`config.mk`:
```
export PLATFORM = sky130hd
export DESIGN_NAME = strassen_seq
export DESIGN_NICKNAME = d
export VERILOG_FILES = /design/src/rtl/strassen_pkg.sv /design/src/rtl/strassen_phase_decode.sv /design/src/rtl/strassen_seq.sv
export SDC_FILE = /design/constraint.sdc
export NUM_CORES = 1
export LEC_CHECK = 0
export CORE_MARGIN = 2
export CORE_UTILIZATION = 25
export CTS_CLUSTER_DIAMETER = 50
export CTS_CLUSTER_SIZE = 25
export DETAILED_ROUTE_END_ITERATION = 6
export PLACE_DENSITY = 0.65
export SYNTH_ARGS = -nofsm -noshare
export SYNTH_HDL_FRONTEND = slang
export SYNTH_HIERARCHICAL = 1
export SYNTH_SLANG_ARGS = --single-unit
```
`constraint.sdc`:
```
create_clock -name clk -period 6.3 [get_ports clk]
set_clock_uncertainty 0.2 [all_clocks]
set_input_delay 0.63 -clock clk [delete_from_list [all_inputs] [get_ports clk]]
set_output_delay 0.63 -clock clk [all_outputs]
set_load 0.03 [all_outputs]
```
`src/rtl/strassen_pkg.sv`:
```
// Shared definitions for the 2x2 Strassen sequencer.
//   - ALU command encodings driven on each 3-bit alu_cmd field.
//   - Operand source codes driven on each 2-bit sel_a / sel_b field.
//   - Sequencer state encoding, also consumed by the phase decoder.
package strassen_pkg;

    localparam int N_ALU   = 10;
    localparam int STATE_W = 4;

    localparam logic [2:0] CMD_ADD = 3'd0;
    localparam logic [2:0] CMD_SUB = 3'd1;
    localparam logic [2:0] CMD_MUL = 3'd2;
    localparam logic [2:0] CMD_NOP = 3'd7;

    localparam logic [1:0] SRC_RAW  = 2'd0;
    localparam logic [1:0] SRC_SUM  = 2'd1;
    localparam logic [1:0] SRC_PROD = 2'd2;
    localparam logic [1:0] SRC_PART = 2'd3;

    typedef enum logic [STATE_W-1:0] {
        ST_IDLE  = 4'd0,
        ST_LOAD  = 4'd1,
        ST_LDW   = 4'd2,
        ST_SUM   = 4'd3,
        ST_MUL   = 4'd4,
        ST_COMB1 = 4'd5,
        ST_COMB2 = 4'd6,
        ST_STORE = 4'd7,
        ST_DONE  = 4'd8
    } state_t;

endpackage

```
`src/rtl/strassen_phase_decode.sv`:
```
// Combinational phase decoder: maps the sequencer state onto the ten ALU
// commands and their A/B operand-source selects.
//   state_i    in   current (effective) sequencer state
//   alu_cmd_o  out  ALU k command at [3k+2:3k]
//   sel_a_o    out  ALU k A-source at [2k+1:2k]
//   sel_b_o    out  ALU k B-source at [2k+1:2k]
// ALUs not used in a phase get NOP with both selects at 0.
module strassen_phase_decode
    import strassen_pkg::*;
(
    input  logic [STATE_W-1:0] state_i,
    output logic [29:0]        alu_cmd_o,
    output logic [19:0]        sel_a_o,
    output logic [19:0]        sel_b_o
);

    logic [2:0] cmd [N_ALU];
    logic [1:0] sa  [N_ALU];
    logic [1:0] sb  [N_ALU];

    always_comb begin
        for (int k = 0; k < N_ALU; k++) begin
            cmd[k] = CMD_NOP;
            sa[k]  = SRC_RAW;
            sb[k]  = SRC_RAW;
        end
        case (state_i)
            ST_SUM: begin
                // S1..S10 straight from the raw A/B registers
                cmd[0] = CMD_SUB; cmd[1] = CMD_ADD; cmd[2] = CMD_ADD;
                cmd[3] = CMD_SUB; cmd[4] = CMD_ADD; cmd[5] = CMD_ADD;
                cmd[6] = CMD_SUB; cmd[7] = CMD_ADD; cmd[8] = CMD_SUB;
                cmd[9] = CMD_ADD;
            end
            ST_MUL: begin
                for (int k = 0; k < 7; k++) cmd[k] = CMD_MUL;
                // P1 = A11*S1, P2 = S2*B22, P3 = S3*B11, P4 = A22*S4, P5..P7 = S*S
                sb[0] = SRC_SUM;
                sa[1] = SRC_SUM;
                sa[2] = SRC_SUM;
                sb[3] = SRC_SUM;
                for (int k = 4; k < 7; k++) begin
                    sa[k] = SRC_SUM;
                    sb[k] = SRC_SUM;
                end
            end
            ST_COMB1: begin
                for (int k = 0; k < 6; k++) begin
                    cmd[k] = CMD_ADD;
                    sa[k]  = SRC_PROD;
                    sb[k]  = SRC_PROD;
                end
                cmd[1] = CMD_SUB;  // T2 = P6 - P2
            end
            ST_COMB2: begin
                // C11 = T1 + T2, C22 = T5 - T6; C12/C21 bypass the ALUs
                cmd[0] = CMD_ADD; sa[0] = SRC_PART; sb[0] = SRC_PART;
                cmd[4] = CMD_SUB; sa[4] = SRC_PART; sb[4] = SRC_PART;
            end
            default: ;
        endcase
    end

    always_comb begin
        alu_cmd_o = '0;
        sel_a_o   = '0;
        sel_b_o   = '0;
        for (int k = 0; k < N_ALU; k++) begin
            alu_cmd_o[3*k +: 3] = cmd[k];
            sel_a_o[2*k +: 2]   = sa[k];
            sel_b_o[2*k +: 2]   = sb[k];
        end
    end

endmodule

```
`src/rtl/strassen_seq.sv`:
```
// Sequencer for one 2x2 Strassen block multiply C = A*B.
//   clk, reset       clock, synchronous active-high reset
//   start            request a multiply (only looked at in IDLE)
//   stall            freeze the sequencer for this cycle
//   busy / done      busy from LOAD through DONE; done pulses when C is written
//   mem_addr1/2      dual-port memory addresses, mem_we writes both ports
//   wr_sel           0: C11/C12 onto the write data, 1: C21/C22
//   ld_en            one-hot capture of read pair k into the raw registers
//   s_le/p_le/t_le/c_le  latch enables for sums, products, partials, result
//   alu_cmd/sel_a/sel_b  per-ALU command and operand-source fields
// Protocol: start is a request level sampled in IDLE; acceptance is the edge
// leaving IDLE. Exactly one done pulse follows each accepted start unless
// reset intervenes.
module strassen_seq
    import strassen_pkg::*;
#(
    parameter int ADDR_W  = 3,
    parameter int A_BASE  = 0,
    parameter int B_BASE  = 4,
    parameter int C_BASE  = 8,
    parameter int MUL_LAT = 2
) (
    input  logic              clk,
    input  logic              reset,
    input  logic              start,
    input  logic              stall,
    output logic              busy,
    output logic              done,
    output logic [ADDR_W-1:0] mem_addr1,
    output logic [ADDR_W-1:0] mem_addr2,
    output logic              mem_we,
    output logic              wr_sel,
    output logic [3:0]        ld_en,
    output logic              s_le,
    output logic              p_le,
    output logic              t_le,
    output logic              c_le,
    output logic [29:0]       alu_cmd,
    output logic [19:0]       sel_a,
    output logic [19:0]       sel_b
);

    localparam int CNT_W = $clog2(MUL_LAT + 4);

    state_t           state_q, state_d;
    logic [CNT_W-1:0] cnt_q, cnt_d;
    logic             restart_q, restart_d;

    // Effective state/counter seen by the output logic. A stall during the
    // load phase drops an in-flight read, so the first unstalled cycle
    // afterwards behaves as LOAD cnt=0 while the held values stay visible
    // for the duration of the stall.
    state_t           cur_state;
    logic [CNT_W-1:0] cur_cnt;
    logic             live;

    always_ff @(posedge clk) begin
        if (reset) begin
            state_q   <= ST_IDLE;
            cnt_q     <= '0;
            restart_q <= 1'b0;
        end else begin
            state_q   <= state_d;
            cnt_q     <= cnt_d;
            restart_q <= restart_d;
        end
    end

    always_comb begin
        live      = !stall;
        cur_state = state_q;
        cur_cnt   = cnt_q;
        if (restart_q && live) begin
            cur_state = ST_LOAD;
            cur_cnt   = '0;
        end
    end

    always_comb begin
        state_d   = cur_state;
        cnt_d     = cur_cnt;
        restart_d = restart_q;
        if (!live) begin
            state_d = state_q;
            cnt_d   = cnt_q;
            if (state_q == ST_LOAD || state_q == ST_LDW) restart_d = 1'b1;
        end else begin
            restart_d = 1'b0;
            case (cur_state)
                ST_IDLE: if (start) begin
                    state_d = ST_LOAD;
                    cnt_d   = '0;
                end
                ST_LOAD: begin
                    if (cur_cnt == CNT_W'(3)) begin
                        state_d = ST_LDW;
                        cnt_d   = '0;
                    end else begin
                        cnt_d = cur_cnt + 1'b1;
                    end
                end
                ST_LDW:  state_d = ST_SUM;
                ST_SUM: begin
                    state_d = ST_MUL;
                    cnt_d   = '0;
                end
                ST_MUL: begin
                    if (cur_cnt == CNT_W'(MUL_LAT - 1)) begin
                        state_d = ST_COMB1;
                        cnt_d   = '0;
                    end else begin
                        cnt_d = cur_cnt + 1'b1;
                    end
                end
                ST_COMB1: state_d = ST_COMB2;
                ST_COMB2: begin
                    state_d = ST_STORE;
                    cnt_d   = '0;
                end
                ST_STORE: begin
                    if (cur_cnt == CNT_W'(1)) begin
                        state_d = ST_DONE;
                        cnt_d   = '0;
                    end else begin
                        cnt_d = cur_cnt + 1'b1;
                    end
                end
                ST_DONE: state_d = ST_IDLE;
                default: state_d = ST_IDLE;
            endcase
        end
    end

    always_comb begin
        busy      = (cur_state != ST_IDLE);
        done      = 1'b0;
        mem_we    = 1'b0;
        wr_sel    = 1'b0;
        ld_en     = '0;
        s_le      = 1'b0;
        p_le      = 1'b0;
        t_le      = 1'b0;
        c_le      = 1'b0;
        mem_addr1 = '0;
        mem_addr2 = '0;
        case (cur_state)
            ST_LOAD: begin
                case (cur_cnt[1:0])
                    2'd0: begin
                        mem_addr1 = ADDR_W'(A_BASE);
                        mem_addr2 = ADDR_W'(A_BASE + 1);
                    end
                    2'd1: begin
                        mem_addr1 = ADDR_W'(A_BASE + 2);
                        mem_addr2 = ADDR_W'(A_BASE + 3);
                    end
                    2'd2: begin
                        mem_addr1 = ADDR_W'(B_BASE);
                        mem_addr2 = ADDR_W'(B_BASE + 1);
                    end
                    default: begin
                        mem_addr1 = ADDR_W'(B_BASE + 2);
                        mem_addr2 = ADDR_W'(B_BASE + 3);
                    end
                endcase
                // read data lags its address by one cycle
                if (cur_cnt[1:0] != 2'd0)
                    ld_en = {3'b000, live} << (cur_cnt[1:0] - 2'd1);
            end
            ST_LDW:   ld_en = {live, 3'b000};
            ST_SUM:   s_le  = live;
            ST_MUL:   p_le  = live && (cur_cnt == CNT_W'(MUL_LAT - 1));
            ST_COMB1: t_le  = live;
            ST_COMB2: c_le  = live;
            ST_STORE: begin
                mem_we = live;
                if (cur_cnt[0]) begin
                    mem_addr1 = ADDR_W'(C_BASE + 2);
                    mem_addr2 = ADDR_W'(C_BASE + 3);
                    wr_sel    = 1'b1;
                end else begin
                    mem_addr1 = ADDR_W'(C_BASE);
                    mem_addr2 = ADDR_W'(C_BASE + 1);
                end
            end
            ST_DONE:  done = live;
            default: ;
        endcase
    end

    strassen_phase_decode u_decode (
        .state_i   (cur_state),
        .alu_cmd_o (alu_cmd),
        .sel_a_o   (sel_a),
        .sel_b_o   (sel_b)
    );

endmodule

```
# After elaboration in Yosys (flattened, before gate mapping)
# Cells that the tools add are included.
# word_totals
regBits	8
# classes
addsub	2
mux	40
shift	1
n_reduce_logical	13
n_eq_ne	14
bitwise_logic	1
# ops
operator	count
$pmux 3 s3	4
$pmux 4 s8	1
$mux 4	7
$pmux 9 s3	1
$pmux 3 s2	4
$eq 4x3->1 const B	4
$pmux 4 s2	2
$eq 4x2->1 const B	3
$mux 3	4
$pmux 3 s4	1
$reduce_or 2->1	5
$mux 1	9
$mux 9	1
$eq 4x1->1 const B	2
$pmux 2 s2	2
$mux 2	3
$pmux 2 s3	1
$eq 4x4->1 const B	1
$logic_not 4->1	1
$reduce_bool 4->1	1
$shl 1x2->4	1
$add 3x1->3 const B	1
$eq 3x1->1 const B	1
$eq 3x2->1 const B	1
other kinds (9)	10

# Logic depth before layout (Yosys ltp)
# depth
depth_word	7
ltp_mapped	11
ltp_nobuf	9

# Cells and area by module
# The synthesis kept the hierarchy.
# modules_own_cells
module	instances	seq_area_each_um2	area_per_inst_um2	cells_each
strassen_seq	1	160.2	944.7	131
strassen_phase_decode	1	0.0	648.1	90

# Worst setup path before layout
# No wires, ideal clock.
# synth_path
path_kind	input -> output
startpoint	in stall
endpoint	out sel_a[11]
n_path_buf	4
required_time_ps	5470
path_stages	7
t_arrival_ps	2812
slack_ps	2658
path_cell_list	nand2b_1 > buf_4 > and2_1 > buf_2 > buf_2 > nor3b_1 > buf_4
# synth_via
elab_chain_len	5
# synth_lines
element	line_no	source
from (decl)	strassen_seq.sv:26	input logic stall,
$logic_not 1->1 (*)	strassen_seq.sv:70	live = !stall;
$logic_and 1x1->1 (*)	strassen_seq.sv:73	if (restart_q && live) begin
$mux 4 (*)	strassen_seq.sv:73	
named net cur_state[1]	strassen_seq.sv:53	state_t cur_state;
$eq 4x3->1	strassen_phase_decode.sv:27	case (state_i)
$pmux 2 s2 (*)	strassen_phase_decode.sv:27	
to (decl)	strassen_seq.sv:39	output logic [19:0] sel_a,
# The timed path passes the listed nets; every way through them passes the cells marked *.

# Worst setup path after layout
# layout_path
startpoint	in stall
endpoint	out sel_a[7]
# layout_via
elab_chain_len	5
# layout_lines
element	line_no
$logic_not 1->1	strassen_seq.sv:70
$logic_and 1x1->1	strassen_seq.sv:73
$mux 4	strassen_seq.sv:73
named net cur_state[2]	strassen_seq.sv:53
$eq 4x3->1	strassen_phase_decode.sv:27
$mux 2	strassen_phase_decode.sv:27
# The timed path passes the listed nets, and every way through them passes these cells.

==> summary.txt <==
Floorplanning
  • Vertical die dimension: around 84 um
  • Die Area: about 7000 sq um
  • Die extent in x: ~84 um
  • Starting density of the core: 0.2552
  • I/O pin cnt: 92
  • Core Area: between 6000 and 7000 sq um
  • Total number of placement rows: 29

Route
  • Router iterations before antenna repair: 4
  • Overall routed net length: roughly 3800 um
  • Vias per cell: ~4.6
  • Final antenna-violating net count: 0
  • Number of DRC markers in iteration 0: 81
  • Routed WL per cell: about 12 um
  • Residual DRC count: 0
  • Vias: roughly 1.5k

Timing
  • Number of endpoints failing setup at the final stage: 0
  • Headroom to the max-slew limit: 0.5042
  • Min Clock Period, post-route: between 4 and 5 ns
  • Max Slew Vio Count: 0
  • Total negative slack for setup checks: 0 ns
  • Final hold violation count: 0
  • Maximum clock rate: ~220 MHz
  • Fin crit share: 0.7318
  • Slew at the pin with the worst max-slew slack: around 0.74 ns
  • Unrepaired setup endpoints after global routing: false
  • Worst Setup Slack, final: about 1.7 ns
  • Final-layout worst hold slack: around 0.29 ns

Placement
  • Port Buffers: 72
  • Placed Cells incl. Taps: 318
  • Last weighted congestion value of the routability-driven placer: between 0.8 and 0.9
  • Post-DP HPWL: 2999 um
  • Setup Slack @ Placement: about 1.7 ns

Yosys
  • Yosys reg bits: 8
  • Post-synthesis share of cell area spent on xor and xnor gates: 0.02749
  • Area share of the largest cell type after synthesis: 0.2592
  • Synthesis warning total: 6
  • Biggest area contributors in the synthesized netlist: sky130_fd_sc_hd__buf_4 26%, sky130_fd_sc_hd__dfxtp_1 10%, sky130_fd_sc_hd__nor2_1 4.0%
  • Share of synthesized flip-flops with an asynchronous set or reset: 0
  • Count of unique library cells instantiated by Yosys: 54
  • Main combinational cell family by area after synthesis: buffers and inverters
  • Fraction of the yosys area taken by sequential cells: 0.1005
  • Number of flops mapped to enable cells by yosys: 0
  • Syn avg cell area: 7.207 sq um
  • Adder-Cell Fraction of Synth Area: 0.03928
  • Cell area after technology mapping: 1593 sq um
  • Library cell with the largest summed area after synthesis: sky130_fd_sc_hd__buf_4
  • Compound-cell area share of the yosys netlist: 0.2003
  • Post-Synth Simple-Gate Area: 0.2781
  • Portion of netlist area occupied by mux cells: 0
  • Primary FF master, synth: sky130_fd_sc_hd__dfxtp_1
  • Cells after synthesis: around 220

Finish
  • Number of diodes: 0
  • Total area of multi-input combinational cells: roughly 940 sq um
  • Sequential cell area in the final layout: about 160 sq um
  • Most common library cell in the layout ignoring fill and taps: sky130_fd_sc_hd__clkdlybuf4s50_1
  • Nets: approximately 260
  • Post-Layout Cell Count: approximately 320
  • Final-layout fill cell count: 671
  • Fraction of layout instances using a drive strength above 1: 0.05328
  • Layout Area Growth over Synthesis: 26.47%
  • Commonest non-fill, non-tap cells in the layout: 72 x sky130_fd_sc_hd__clkdlybuf4s50_1, 19 x sky130_fd_sc_hd__conb_1, 17 x sky130_fd_sc_hd__nor2_1

Critical path
  • Crit path launch type: primary input
  • Worst setup path class: primary input to output port
  • Maximum fanout along the worst path: 14
  • Sort of element at the end of the critical path: output port
  • FF-to-FF path depth: 8
  • Data required, critical path: 5.47 ns
  • WP data arrival: roughly 3.8 ns

GRT
  • Overflow left after global routing: 0
  • Largest net degree at the start of global routing: 22
  • First-pass GRT wire length: slightly above 6000 um
  • Initial antenna violation count: 0
  • Global routing usage summed across all routing layers: 0.1034
  • Via count of the first global-routing pass: roughly 1.2k

Hold path
  • Number of stages on the worst hold path: 1
  • Class of the most critical hold timing path: flop to flop

Pwr
  • Total power of the final layout: around 170 uW
  • Worst VDD drop: a little over 0.07 mV
  • Leakage power total: around 0.73 nW
  • Ratio of total power to cell area: roughly 86 nW/um^2

Clocking
  • Clk sink count: 8
  • Number of hold-repair buffers added at the cts stage: 0
  • H-Tree Depth: 1
  • TritonCTS clock tree: built
  • Number of buffers inserted by post-CTS setup repair: 0
  • Skew-Pair Late Insertion Delay: between 0.2 and 0.25 ns
  • Resized cells post-CTS: 0
  • TritonCTS Buffers: 3
  • Clock root buffer: sky130_fd_sc_hd__clkbuf_8
  • Maximum count of clock buffers along a single path: 2
  • Clock slew seen by the registers of the worst setup and hold paths: 0.04 ns

Run
  • Count of max-cap constraint violations: 0

Outcome
  • Run status: complete, no violations
flip-flops by register name, summed over array words and instances (netlist names):
name	count
cnt_q	3
restart_q	1
state_q	4
cell usage after synthesis (all sizes together) (3+ instances only):
library cell  instances
nand3b                7
a21oi                11
nand2                14
nor4                  3
nor2b                 6
inv                  13
o32ai                 3
o21ai                 4
buf                  66
dfxtp                 8
ha                    5
clkbuf                3
nor3                  6
nor2                 17
xnor2                 3
nand2b                4
o21bai                7
nor3b                 3
nand3                 4
conb                  3
kinds of logic (layout without fill, tap and decap cells):
| logic type | after synthesis | count (layout) |
|---|---|---|
| buffers and inverters | 82 | 89 |
| AND/OR/NAND/NOR | 74 | 74 |
| AO/OA/AOI/OAI | 44 | 44 |
| flip-flops | 8 | 8 |
| adder cells (fa/ha/maj) | 5 | 5 |
| XOR/XNOR | 5 | 5 |
| other | 3 | 19 |
power breakdown:
group          switching, mW  total (mW)  internal, mW  leakage (nW)
clock                 0.0224      0.0640        0.0416        0.0216
combinational         0.0404      0.0561        0.0157         0.646
sequential           0.00107      0.0531        0.0520        0.0648
total                 0.0639       0.173         0.109         0.733
through the flow:
stage            util  cell area [sq um]
5_1_grt        0.3228               2014
3_5_place_dp   0.3162               1973
2_1_floorplan       -               1653
4_1_cts        0.3228               2014
6_report       0.3228               2014
3_3_place_gp   0.3162               1973
path summary, 6_finish.rpt:
check,end,slack (ns),start
setup reg to reg,state_q[0]$_SDFFE_PP0N_,3.82,restart_q$_SDFFE_PP0P_
hold / removal,cnt_q[0]$_SDFFE_PP0N_,0.29,cnt_q[0]$_SDFFE_PP0N_
setup / recovery,sel_a[7],1.69,stall
hold reg to reg,cnt_q[0]$_SDFFE_PP0N_,0.29,cnt_q[0]$_SDFFE_PP0N_
area by class of cell:
type,instances,area share
Multi-Input combinational cell,147,0.4665
Clock buffer,3,0.02050
Tap cell,77,0.04783
Sequential cell,8,0.07950
Timing Repair Buffer,73,0.3615
Inverter,13,0.02422
routing by layer:
metal	vias up	global-route usage	share of wire
met3	6	0.03759	0.12
met5	-	0	0
met4	0	0.02933	0.016
met1	654	0.1351	0.43
li1	731	-	-
met2	93	0.1600	0.44
critical path, cell delays in order:
cell                              delay [ns]
sky130_fd_sc_hd__clkdlybuf4s50_1        0.73
sky130_fd_sc_hd__nand2b_1               0.40
sky130_fd_sc_hd__nand2_1                0.15
sky130_fd_sc_hd__inv_1                  0.29
sky130_fd_sc_hd__nand2b_4               0.12
sky130_fd_sc_hd__nor3b_1                0.64
sky130_fd_sc_hd__clkdlybuf4s50_1        0.81
No activity file was read; power rests on OpenSTA's default activity.
